==> src/rtl/dyt_fetch_unit.sv <==
// dyt_fetch_unit: instruction fetch front end feeding decode from the LSU
// instruction port. One read outstanding at a time; returned words are
// buffered in a small {pc, word} FIFO drained over valid/ready.
// Optional feature macro: DYT_FETCH_MISALIGN_EXC_EN (misaligned-redirect
// exception with a HALT state). Without it, redirect targets are forced to
// word alignment and the exception outputs are tied low.
module dyt_fetch_unit #(
    parameter logic [31:0] RESET_PC    = 32'h0000_0000,
    parameter int          QUEUE_DEPTH = 2
) (
    input  logic        clk,
    input  logic        rst,
    output logic        mem_i_ren,
    output logic [31:0] mem_i_addr,
    input  logic        mem_i_gnt,
    input  logic [31:0] mem_r_data,
    input  logic        redirect_vld,
    input  logic [31:0] redirect_pc,
    output logic        instr_vld,
    input  logic        instr_rdy,
    output logic [31:0] instr,
    output logic [31:0] instr_pc,
    output logic        fetch_exc,
    output logic [31:0] exc_pc
);

    localparam int            PW      = $clog2(QUEUE_DEPTH);
    localparam int            CW      = PW + 1;
    localparam logic [CW-1:0] DEPTH_C = CW'(QUEUE_DEPTH);

`ifdef DYT_FETCH_MISALIGN_EXC_EN
    typedef enum logic [1:0] {IDLE = 2'd0, REQ = 2'd1, HALT = 2'd2} state_t;
`else
    typedef enum logic [1:0] {IDLE = 2'd0, REQ = 2'd1} state_t;
`endif

    state_t        state, state_nxt;
    logic [31:0]   fetch_pc, req_addr;
    logic          squash;
    logic [31:0]   pc_q   [QUEUE_DEPTH];
    logic [31:0]   word_q [QUEUE_DEPTH];
    logic [PW-1:0] rd_ptr, wr_ptr;
    logic [CW-1:0] count, count_nxt;
    logic          gnt_ok, push, pop, issue, take_issue, halted;
    logic [31:0]   rdr_pc;

`ifdef DYT_FETCH_MISALIGN_EXC_EN
    logic        rdr_bad, halt_nxt, fetch_exc_q;
    logic [31:0] exc_pc_q;

    assign rdr_pc    = redirect_pc;
    assign rdr_bad   = |redirect_pc[1:0];
    assign halt_nxt  = redirect_vld ? rdr_bad : fetch_exc_q;
    assign halted    = fetch_exc_q;
    assign fetch_exc = fetch_exc_q;
    assign exc_pc    = exc_pc_q;

    // Exception latch: every redirect re-evaluates it; only a misaligned one
    // records the faulting target.
    always_ff @(posedge clk or posedge rst) begin
        if (rst) begin
            fetch_exc_q <= 1'b0;
            exc_pc_q    <= '0;
        end else if (redirect_vld) begin
            fetch_exc_q <= rdr_bad;
            if (rdr_bad) exc_pc_q <= redirect_pc;
        end
    end
`else
    logic [1:0] unused_rdr_lo;

    assign unused_rdr_lo = redirect_pc[1:0];
    assign rdr_pc        = {redirect_pc[31:2], 2'b00};
    assign halted        = 1'b0;
    assign fetch_exc     = 1'b0;
    assign exc_pc        = '0;
`endif

    assign mem_i_ren  = (state == REQ);
    assign mem_i_addr = req_addr;
    assign instr_vld  = (count != '0);
    assign instr      = word_q[rd_ptr];
    assign instr_pc   = pc_q[rd_ptr];

    // A redirect voids both the push and the pop of its cycle.
    assign gnt_ok = (state == REQ) && mem_i_gnt;
    assign push   = gnt_ok && !squash && !redirect_vld;
    assign pop    = instr_vld && instr_rdy && !redirect_vld;

    // Occupancy after this cycle's push/pop; reissue decisions look at it.
    always_comb begin
        count_nxt = count;
        if (redirect_vld) count_nxt = '0;
        else              count_nxt = count + CW'(push) - CW'(pop);
    end

    // A new request may start only when a slot is guaranteed at grant time.
    assign issue      = !halted && (count_nxt < DEPTH_C) && !redirect_vld;
    assign take_issue = issue && ((state != REQ) || mem_i_gnt);

    // Next-state: REQ holds until granted, then reissues or parks.
    always_comb begin
        state_nxt = state;
        case (state)
            IDLE: begin
                if (issue) state_nxt = REQ;
`ifdef DYT_FETCH_MISALIGN_EXC_EN
                else if (halt_nxt) state_nxt = HALT;
`endif
            end
            REQ: begin
                if (mem_i_gnt) begin
                    if (issue) state_nxt = REQ;
`ifdef DYT_FETCH_MISALIGN_EXC_EN
                    else if (halt_nxt) state_nxt = HALT;
`endif
                    else state_nxt = IDLE;
                end
            end
`ifdef DYT_FETCH_MISALIGN_EXC_EN
            HALT: begin
                if (issue) state_nxt = REQ;
            end
`endif
            default: state_nxt = IDLE;
        endcase
    end

    // State register.
    always_ff @(posedge clk or posedge rst) begin
        if (rst) state <= IDLE;
        else     state <= state_nxt;
    end

    // PC tracking: redirect retargets, an issue latches the request address.
    always_ff @(posedge clk or posedge rst) begin
        if (rst) begin
            fetch_pc <= RESET_PC;
            req_addr <= RESET_PC;
        end else if (redirect_vld) begin
            fetch_pc <= rdr_pc;
        end else if (take_issue) begin
            req_addr <= fetch_pc;
            fetch_pc <= fetch_pc + 32'd4;
        end
    end

    // Squash marks an in-flight read whose data must be dropped at its grant;
    // req_addr stays frozen so the LSU can finish the access.
    always_ff @(posedge clk or posedge rst) begin
        if (rst)                                squash <= 1'b0;
        else if (gnt_ok)                        squash <= 1'b0;
        else if (redirect_vld && state == REQ)  squash <= 1'b1;
    end

    // FIFO storage and pointers; outputs read straight from registers.
    always_ff @(posedge clk or posedge rst) begin
        if (rst) begin
            rd_ptr <= '0;
            wr_ptr <= '0;
            count  <= '0;
            for (int i = 0; i < QUEUE_DEPTH; i++) begin
                pc_q[i]   <= '0;
                word_q[i] <= '0;
            end
        end else if (redirect_vld) begin
            rd_ptr <= '0;
            wr_ptr <= '0;
            count  <= '0;
        end else begin
            if (push) begin
                pc_q[wr_ptr]   <= req_addr;
                word_q[wr_ptr] <= mem_r_data;
                wr_ptr         <= wr_ptr + PW'(1);
            end
            if (pop) rd_ptr <= rd_ptr + PW'(1);
            count <= count_nxt;
        end
    end

endmodule

==> config.mk <==
export PLATFORM = sky130hd
export DESIGN_NAME = dyt_fetch_unit
export DESIGN_NICKNAME = d
export VERILOG_FILES = /design/src/rtl/dyt_fetch_unit.sv
export SDC_FILE = /design/constraint.sdc
export NUM_CORES = 1
export LEC_CHECK = 0
export ABC_AREA = 1
export BUFFER_PORTS_ARGS = -buffer_cell sky130_fd_sc_hd__buf_4
export CAP_MARGIN = 10
export CORE_MARGIN = 10
export CORE_UTILIZATION = 40
export CTS_CLUSTER_SIZE = 10
export DETAILED_ROUTE_END_ITERATION = 16
export GPL_ROUTABILITY_DRIVEN = 0
export HOLD_SLACK_MARGIN = 0.03
export PLACE_DENSITY = 0.73
export SLEW_MARGIN = 5
export SYNTH_ARGS = -nofsm -noshare
export SYNTH_HDL_FRONTEND = slang
export SYNTH_SLANG_ARGS = --single-unit
==> constraint.sdc <==
create_clock -name clk -period 20.7 [get_ports clk]
set_clock_uncertainty 0.05 [all_clocks]
set_input_delay 4.14 -clock clk [delete_from_list [all_inputs] [get_ports clk]]
set_output_delay 4.14 -clock clk [all_outputs]
set_load 0.05 [all_outputs]
After elaboration in Yosys (flattened, before gate mapping). Cells that the tools add are included.

Add/subtract/negate cells: 5. Order comparisons: 4. Equal/unequal tests: 4. Multiplexer cells: 24. Bitwise gates (word level): 3. Reduce and logical (&&, ||, !) cells: 21.

Operator list (count): 32-bit two-way mux (9); 64-bit bitwise mux (2); 32-bit by 3-bit adder with 32-bit output (second input constant) (1); 32-bit demux with 1-bit select (1); 2-bit nonzero test (5); 1-bit logical AND (9); 2-bit two-way mux (4); 1-bit two-way mux (7); 2-bit AND reduction (3); 2-bit >= comparator (second input constant) (2); 2-bit by 1-bit inequality test with 1-bit output (second input constant) (2); 1-bit inverter with 2-bit output (2); 2-bit case mux with 2 select lines (1); 1-bit adder (second input constant) (2); 2-bit by 1-bit adder with 2-bit output (1); 2-bit by 1-bit equality test with 1-bit output (second input constant) (1); 1-bit logical NOT (2); 2-bit logical NOT (1); 2-bit by 1-bit < comparator with 1-bit output (second input constant) (1); 2-bit < comparator (second input constant) (1); 2-bit inequality test (second input constant) (1); 2-bit by 1-bit subtractor with 2-bit output (1); 1-bit logical OR (1); 1-bit inverter (1).

Bits in registers: 199. Input bits: 69. Output and inout port bits: 131. Word-level logic and storage cells: 72.

Longest topological paths before layout. Gate-level depths: netlist of the first run.

Word-level depth: 12. Gate-level depth with buffers: 17. Mapped depth without buffers: 16.

Least setup slack after synthesis of the first run. OpenSTA, ideal clock, no wires.

Path kind: input to register. Start point: in redirect_vld. End point: reg req_addr[25] (netlist: mem_i_addr[25]). Setup time: 0.126 ns. Data arrival time: 6.042 ns. Data required time: 20.524 ns. Setup slack: 14.482 ns. Stages on the path: 17. Buffers on the path: 4. Path through: inv_2 -> buf_2 -> clkbuf_1 -> nand2_1 -> ha_1 -> inv_1 -> ha_1 -> inv_1 -> nand2_1 -> nand2_1 -> nand2_1 -> nand2_1 -> nand3_2 -> buf_6 -> buf_6 -> nand2_1 -> o21ai_1.

Longest elaborated chain between the ends: 9. Elaborated cells between the ends (all ways): 11. Classes of those cells: add/sub: 2; order compare: 1; mux: 1; bitwise: 1; reduce/logical: 6.

RTL lines: start: declaration (RTL line 17) `input logic redirect_vld,`; 1-bit logical NOT (RTL line 87, 88, 98); 1-bit logical AND (RTL line 87) `assign push = gnt_ok && !squash && !redirect_vld;`; 2-bit by 1-bit adder with 2-bit output (RTL line 94) `else count_nxt = count + CW'(push) - CW'(pop);`; 2-bit by 1-bit subtractor with 2-bit output (RTL line 94); 2-bit two-way mux (RTL line 93) `if (redirect_vld) count_nxt = '0;`; 2-bit < comparator (RTL line 98) `assign issue = !halted && (count_nxt < DEPTH_C) && !redirect_vld;`; 1-bit logical AND (RTL line 98); 1-bit logical AND (RTL line 99) `assign take_issue = issue && ((state != REQ) || mem_i_gnt);`; 2-bit AND reduction (no line) *; end signal: assignment (RTL line 143) `req_addr <= fetch_pc;`; end: declaration (RTL line 38) `logic [31:0] fetch_pc, req_addr;`.

Every way passes the cells marked *; elsewhere a longest branch is shown, timed or not. A chain may end at the register's enable or synchronous reset.

Worst setup path after layout of the first run.
Start point: in redirect_vld. End point: reg fetch_pc[9].

Longest elaborated chain between the ends: 9. Elaborated cells between the ends (all ways): 11. Classes of those cells: add/sub: 2; order compare: 1; mux: 2; reduce/logical: 6.

RTL lines: 1-bit logical NOT (RTL line 87, 88, 98); 1-bit logical AND (RTL line 87); 2-bit by 1-bit adder with 2-bit output (RTL line 94); 2-bit by 1-bit subtractor with 2-bit output (RTL line 94); 2-bit two-way mux (RTL line 93); 2-bit < comparator (RTL line 98); 1-bit logical AND (RTL line 98); 1-bit logical AND (RTL line 99); 2-bit nonzero test (no line); end signal: assignment (RTL line 141) `fetch_pc <= rdr_pc;`; end signal: assignment (RTL line 144) `fetch_pc <= fetch_pc + 32'd4;`; end: declaration (RTL line 38).

Several ways; a longest one is shown, not always the timed one.

==> flow_summary.ini, run 1 <==
[floorplanning]
die_x_um = 173
num_io_pins = 200
die_h_um = 173
core_area_um2 = 22800
dieArea_um2 = 29800
rows = 55
initial_core_util_pct = 41.0

[route]
vias_per_cell = 4.73
routed_wirelength_mm = 24.1
ant_nets = 0
first_iter_violations = 811
vias = 7836
drtPass1Iterations = 5
post_drt_wl_per_cell_um = 14.5
drc_errors = 0

[clocking]
cts_hold_buf = 0
cts_max_level = 4
post_cts_buffers = 0
cts_buffer_depth = 2
insertion_delay_ns = 0.43
tritoncts = done
cts.clk_slew.worst_paths_ns = 0.08
cts.sinks = 190
clock_tree.root_cell = clkbuf_16
post_cts_resized = 0
cts_made_buffers = 17

[synth]
synth_top_area_cell = dfrtp_1
ys_top_cells_by_area = dfrtp_1 (51%), nand2_1 (19%), o21ai_0 (8.3%)
seq_area_frac_synth_pct = 51.0
avgSynthCellArea_um2 = 7.75
yosys_warnings = 0
synthDistinctLibCells = 27
syn_area_um2 = 9330
yosys.area.top_type_share_pct = 51.0
synth_cells = 1203
synth-seq-cells = 190

[timing]
finalHoldViolations = 0
maxSlewViolCount = 0
period_needed_ns = 6.89
slew_headroom_pct = 23.9
min_period_over_period_pct = 33.3
tns_ns = 0
rsz0062_at_grt = false
worst_pin_slew_ns = 1.14
fmax_ghz = 0.145
finalSetupViolCount = 0

[power_and_ir_drop]
powerDensity_nw_per_um2 = 147
irDropWorstVdd_mv = 0.0762
cellLeakagePower_nw = 5.86

[setup_path]
r2r-start = count[1]
critPathRequiredTime_ns = 21.02
critPathMaxFanout = 80
path_class = input port to flop
cp-start-kind = input port
critical_path_arrival_ns = 7.21
reg2regPathDepth = 17
crit_start = redirect_vld
cp-end-kind = flop

[place]
port_buffers = 160
placedCellCount = 1625
place_hpwl_mm = 16.9

[min_path]
worstHoldPathCells = 2
hp-start = pc_q[45]
min_path_type = flop to flop

[grt]
antenna_found_initial = 0
grt_usage_pct = 15.7
grt.met1_usage_pct = 20.6
busiest_layer = met2
gr-usage-met2_pct = 25.9
grt_pass1_wl_mm = 39.1
use_met3_pct = 3.66
grt_max_degree = 125
first_global_vias = 7403
grt.overflow.total = 0

[cells_and_area]
antenna_cells = 0
nFillCells = 2201
final_cell_mix = nand2_1 (474), dfrtp_1 (189), buf_4 (167), o21ai_0 (155), inv_1 (108)
nNetsFinal = 1403
layout-drive-gt1-share_pct = 17.0
multi_input_area_um2 = 3680
syn2layout_area_growth_pct = 19.8
stdcell_count = 1657
final_common_cell = nand2_1
final-seq-area_um2 = 4760

[flow_run]
maxCapViolations = 0

[outcome]
status = complete, no violations
-- cell usage after synthesis, drive strengths merged --
cell and instances:
xor2 4, inv 113, buf 64, nand2 481, xnor2 1, a21boi 3, a21oi 1, nor2 47
and2 2, ha 3, dfrtp 190, or2 1, o21ai 175, clkbuf 30, conb 1, nand3 87
-- worst max-delay path, cell delays in order --
cell and delay, ns:
buf_4 0.24, inv_2 0.50, nand2_1 0.13, ha_1 0.31, inv_1 0.06, ha_1 0.18, inv_1 0.06, nand2_1 0.08
nand2_1 0.05, nand2_1 0.05, nand2_1 0.08, nand3_2 0.06, buf_4 0.58, nand2_2 0.31, inv_1 0.18, nand2_1 0.07
nand2_1 0.06
-- cell type report --
cell class / instances / share of cell area (%)
timing repair buffer: 167 / 11.2
inverter: 113 / 3.84
clock buffer: 21 / 4.12
tap: 313 / 3.51
sequential: 190 / 42.6
clock inverter: 11 / 1.81
multi-input combinational: 842 / 32.9
-- state kept, by name (all words and copies together), names as in the netlist --
register,count
count,2
fetch_pc,30
mem_i_addr,30
pc_q,60
rd_ptr,1
squash,1
state,1
word_q,64
wr_ptr,1
-- metrics by stage --
step / setup WS (ns) / total power [mW] / hold slack [ns] / cell area (um^2) / utilization, %
3_5_place_dp: 13.41 / 1.29 / 0.423 / 10500 / 46.1
3_3_place_gp: 13.44 / 1.27 / 0.415 / 10500 / 46.1
5_1_grt: 13.55 / 1.74 / 0.456 / 11200 / 49.1
2_1_floorplan: 11.34 / 1.08 / 0.403 / 9460 / -
6_report: 13.81 / 1.64 / 0.435 / 11200 / 49.1
4_1_cts: 13.86 / 1.66 / 0.439 / 11200 / 49.1
-- kinds of logic after synthesis --
group,share of synthesized area [%]
other cells,0.0402
compound gates,9.68
flops,51.0
fa+ha+maj,0.402
xor+xnor,0.469
buf+inv,11.2
simple gates,27.3
-- per-layer routing --
layer,wire length [um],part of all wire [%],up-vias
met2,11800,49,209
met5,0,0,-
met1,10800,45,3672
li1,-,-,3940
met4,211,0.88,0
met3,1260,5.2,15
-- worst paths after layout --
check | slack, ns | end
min in group asynchronous | 3.72 | word_q[49]
min | 0.43 | pc_q[45]
max in group asynchronous | 14.73 | rd_ptr
max | 13.81 | fetch_pc[9]
max reg2reg | 17.48 | fetch_pc[9]
min reg2reg | 0.43 | pc_q[45]
-- power by group --
part	switching, mW	total (mW)	internal (mW)
combinational	0.487	0.682	0.196
clock	0.145	0.368	0.223
sequential	0.0908	0.594	0.504
total	0.723	1.64	0.922
Note: power is estimated with default switching activity, not from simulation.
==> run 2: changes to the inputs <==
ABC_AREA = 0   (was 1)
PLACE_DENSITY = 0.75   (was 0.73)
clock period = 5.75 ns   (was 20.7 ns; I/O delays follow)
==> flow_summary.ini, run 2 <==
[outcome]
status = complete, no violations

[cells_and_area]
final_cell_mix = mux2_2 (213), dfrtp_1 (189), buf_4 (163), conb_1 (37), nand2_1 (25)
largestRegisters = word_q: 64 flops, pc_q: 60 flops
syn2layout_area_growth_pct = 21.2
largest_reg_flops = 64
antenna_cells = 0
finalInstanceArea_um2 = 10800
regMostFlops = word_q
nNetsFinal = 904
stdcell_count = 1125
layout-drive-gt1-share_pct = 50.3
final_common_cell = mux2_2

[route]
ant_nets = 0
first_iter_violations = 436
vias_per_cell = 5.17
drc_errors = 0
drtPass1Iterations = 5
post_drt_wl_per_cell_um = 18.5
vias = 5814
routed_wirelength_mm = 20.8

[grt]
grt_usage_pct = 14.4
first_global_vias = 6221
grt_max_degree = 191
antenna_found_initial = 0
grt.overflow.total = 0
grt_pass1_wl_mm = 33.6

[floorplanning]
core_area_um2 = 21800
initial_core_util_pct = 40.7
dieArea_um2 = 28600
num_io_pins = 200
die_x_um = 169
die_h_um = 169
rows = 54

[setup_path]
cp-start-kind = flop
cp.depth = 3
crit_start = rd_ptr
r2r-end = fetch_pc[16]
slowest_stage = dfrtp_2
critPathMaxFanout = 32
worst-path-buf-inv = 2
critical_path_arrival_ns = 2.50
path_class = flop to primary output
r2r_slack_ns = 2.64
critPathRequiredTime_ns = 4.55
cp_common_cell = buf_4
r2r-start = count[1]
reg2regPathDepth = 10
crit_family = flip-flops
cp-end-kind = primary output
path_cells = buf_4, mux2_2, buf_4
slowest_delay_ns = 0.88

[synth]
synth-seq-cells = 190
yosys_warnings = 0
ys_top_cells_by_area = dfrtp_1 (53%), mux2_2 (27%), buf_4 (3.1%)
synth_top_area_cell = dfrtp_1
async_reset_ff_share_pct = 100
synthDistinctLibCells = 46
seq_area_frac_synth_pct = 53.5
synth_edf_count = 0
yosys.area.top_type_share_pct = 53.5
ys.flop_type = dfrtp_1
syn_area_um2 = 8890
synth_cells = 686
synth_common_cells = mux2_2 (213), dfrtp_1 (190), buf_4 (37)
yosysMostFrequentCell = mux2_2
avgSynthCellArea_um2 = 13.0

[power_and_ir_drop]
powerDensity_nw_per_um2 = 553
cellLeakagePower_nw = 4.78
irDropWorstVdd_mv = 0.306

[clocking]
tritoncts = done
cts_hold_buf = 0
clock_tree.root_cell = clkbuf_16
insertion_delay_ns = 0.42
cts.sinks = 190
post_cts_buffers = 0
cts.clk_slew.worst_paths_ns = 0.07
cts_made_buffers = 17
cts_buffer_depth = 2
cts_max_level = 4
post_cts_resized = 0

[timing]
tns_ns = 0
finalSetupViolCount = 0
maxSlewViolCount = 0
worst_pin_slew_ns = 1.05
finalHoldViolations = 0
slew_headroom_pct = 29.6
fmax_ghz = 0.270
period_needed_ns = 3.70
rsz0062_at_grt = false
min_period_over_period_pct = 64.4

[place]
port_buffers = 160
placedCellCount = 1093
place_hpwl_mm = 14.1
placed_area_um2 = 10200

[min_path]
whs_endpoint = pc_q[14]
hp-start = pc_q[14]
worstHoldPathCells = 1
min_path_type = flop to flop

[flow_run]
maxCapViolations = 0
==> run 2: how the worst max path moves through the flow <==
stage / to / slack, ns
floorplan: fetch_pc[10] / 1.80
global placement: fetch_pc[18] / 1.73
detailed placement: fetch_pc[18] / 1.70
CTS: instr_pc[20] / 1.98
global route: instr_pc[20] / 1.92
finish: instr_pc[20] / 2.05
==> run 2: cell type report <==
class	instances	area (um^2)
tap	280	350
clock buffer	21	460
fill	1968	11000
multi-input combinational	452	3830
sequential	190	4760
clock inverter	11	82.6
timing repair buffer	165	1260
inverter	6	26.3
==> run 2: layer usage <==
metal	wire length, um	vias to the layer above	track usage [%]
met4	111	0	3.11
met1	10100	2905	19.7
li1	-	2709	-
met2	9430	186	22.3
met3	1240	14	4.05
met5	0	-	0
==> run 2: cells by family after synthesis <==
logic type	share of synthesized area [%]
other cells	0.0422
fa+ha+maj	0.422
simple gates	8.19
mux	27.1
compound gates	4.26
xor+xnor	1.32
buf+inv	5.18
flops	53.5
==> run 2: power by group <==
part           total, mW  internal [mW]  switching, mW
clock               1.10          0.582          0.516
combinational       2.70           1.03           1.67
sequential          2.16           1.84          0.319
==> run 2: stage by stage <==
| stage | total power, mW | util [%] | worst slack (ns) | hold WS [ns] |
|---|---|---|---|---|
| 4_1_cts | 6.03 | 49.4 | 1.98 | 0.454 |
| 6_report | 5.96 | 49.4 | 2.05 | 0.451 |
| 3_5_place_dp | 4.91 | 46.9 | 1.70 | 0.437 |
| 3_3_place_gp | 4.85 | 46.9 | 1.73 | 0.431 |
| 2_1_floorplan | 4.15 | - | 1.80 | 0.424 |
| 5_1_grt | 6.27 | 49.4 | 1.92 | 0.462 |
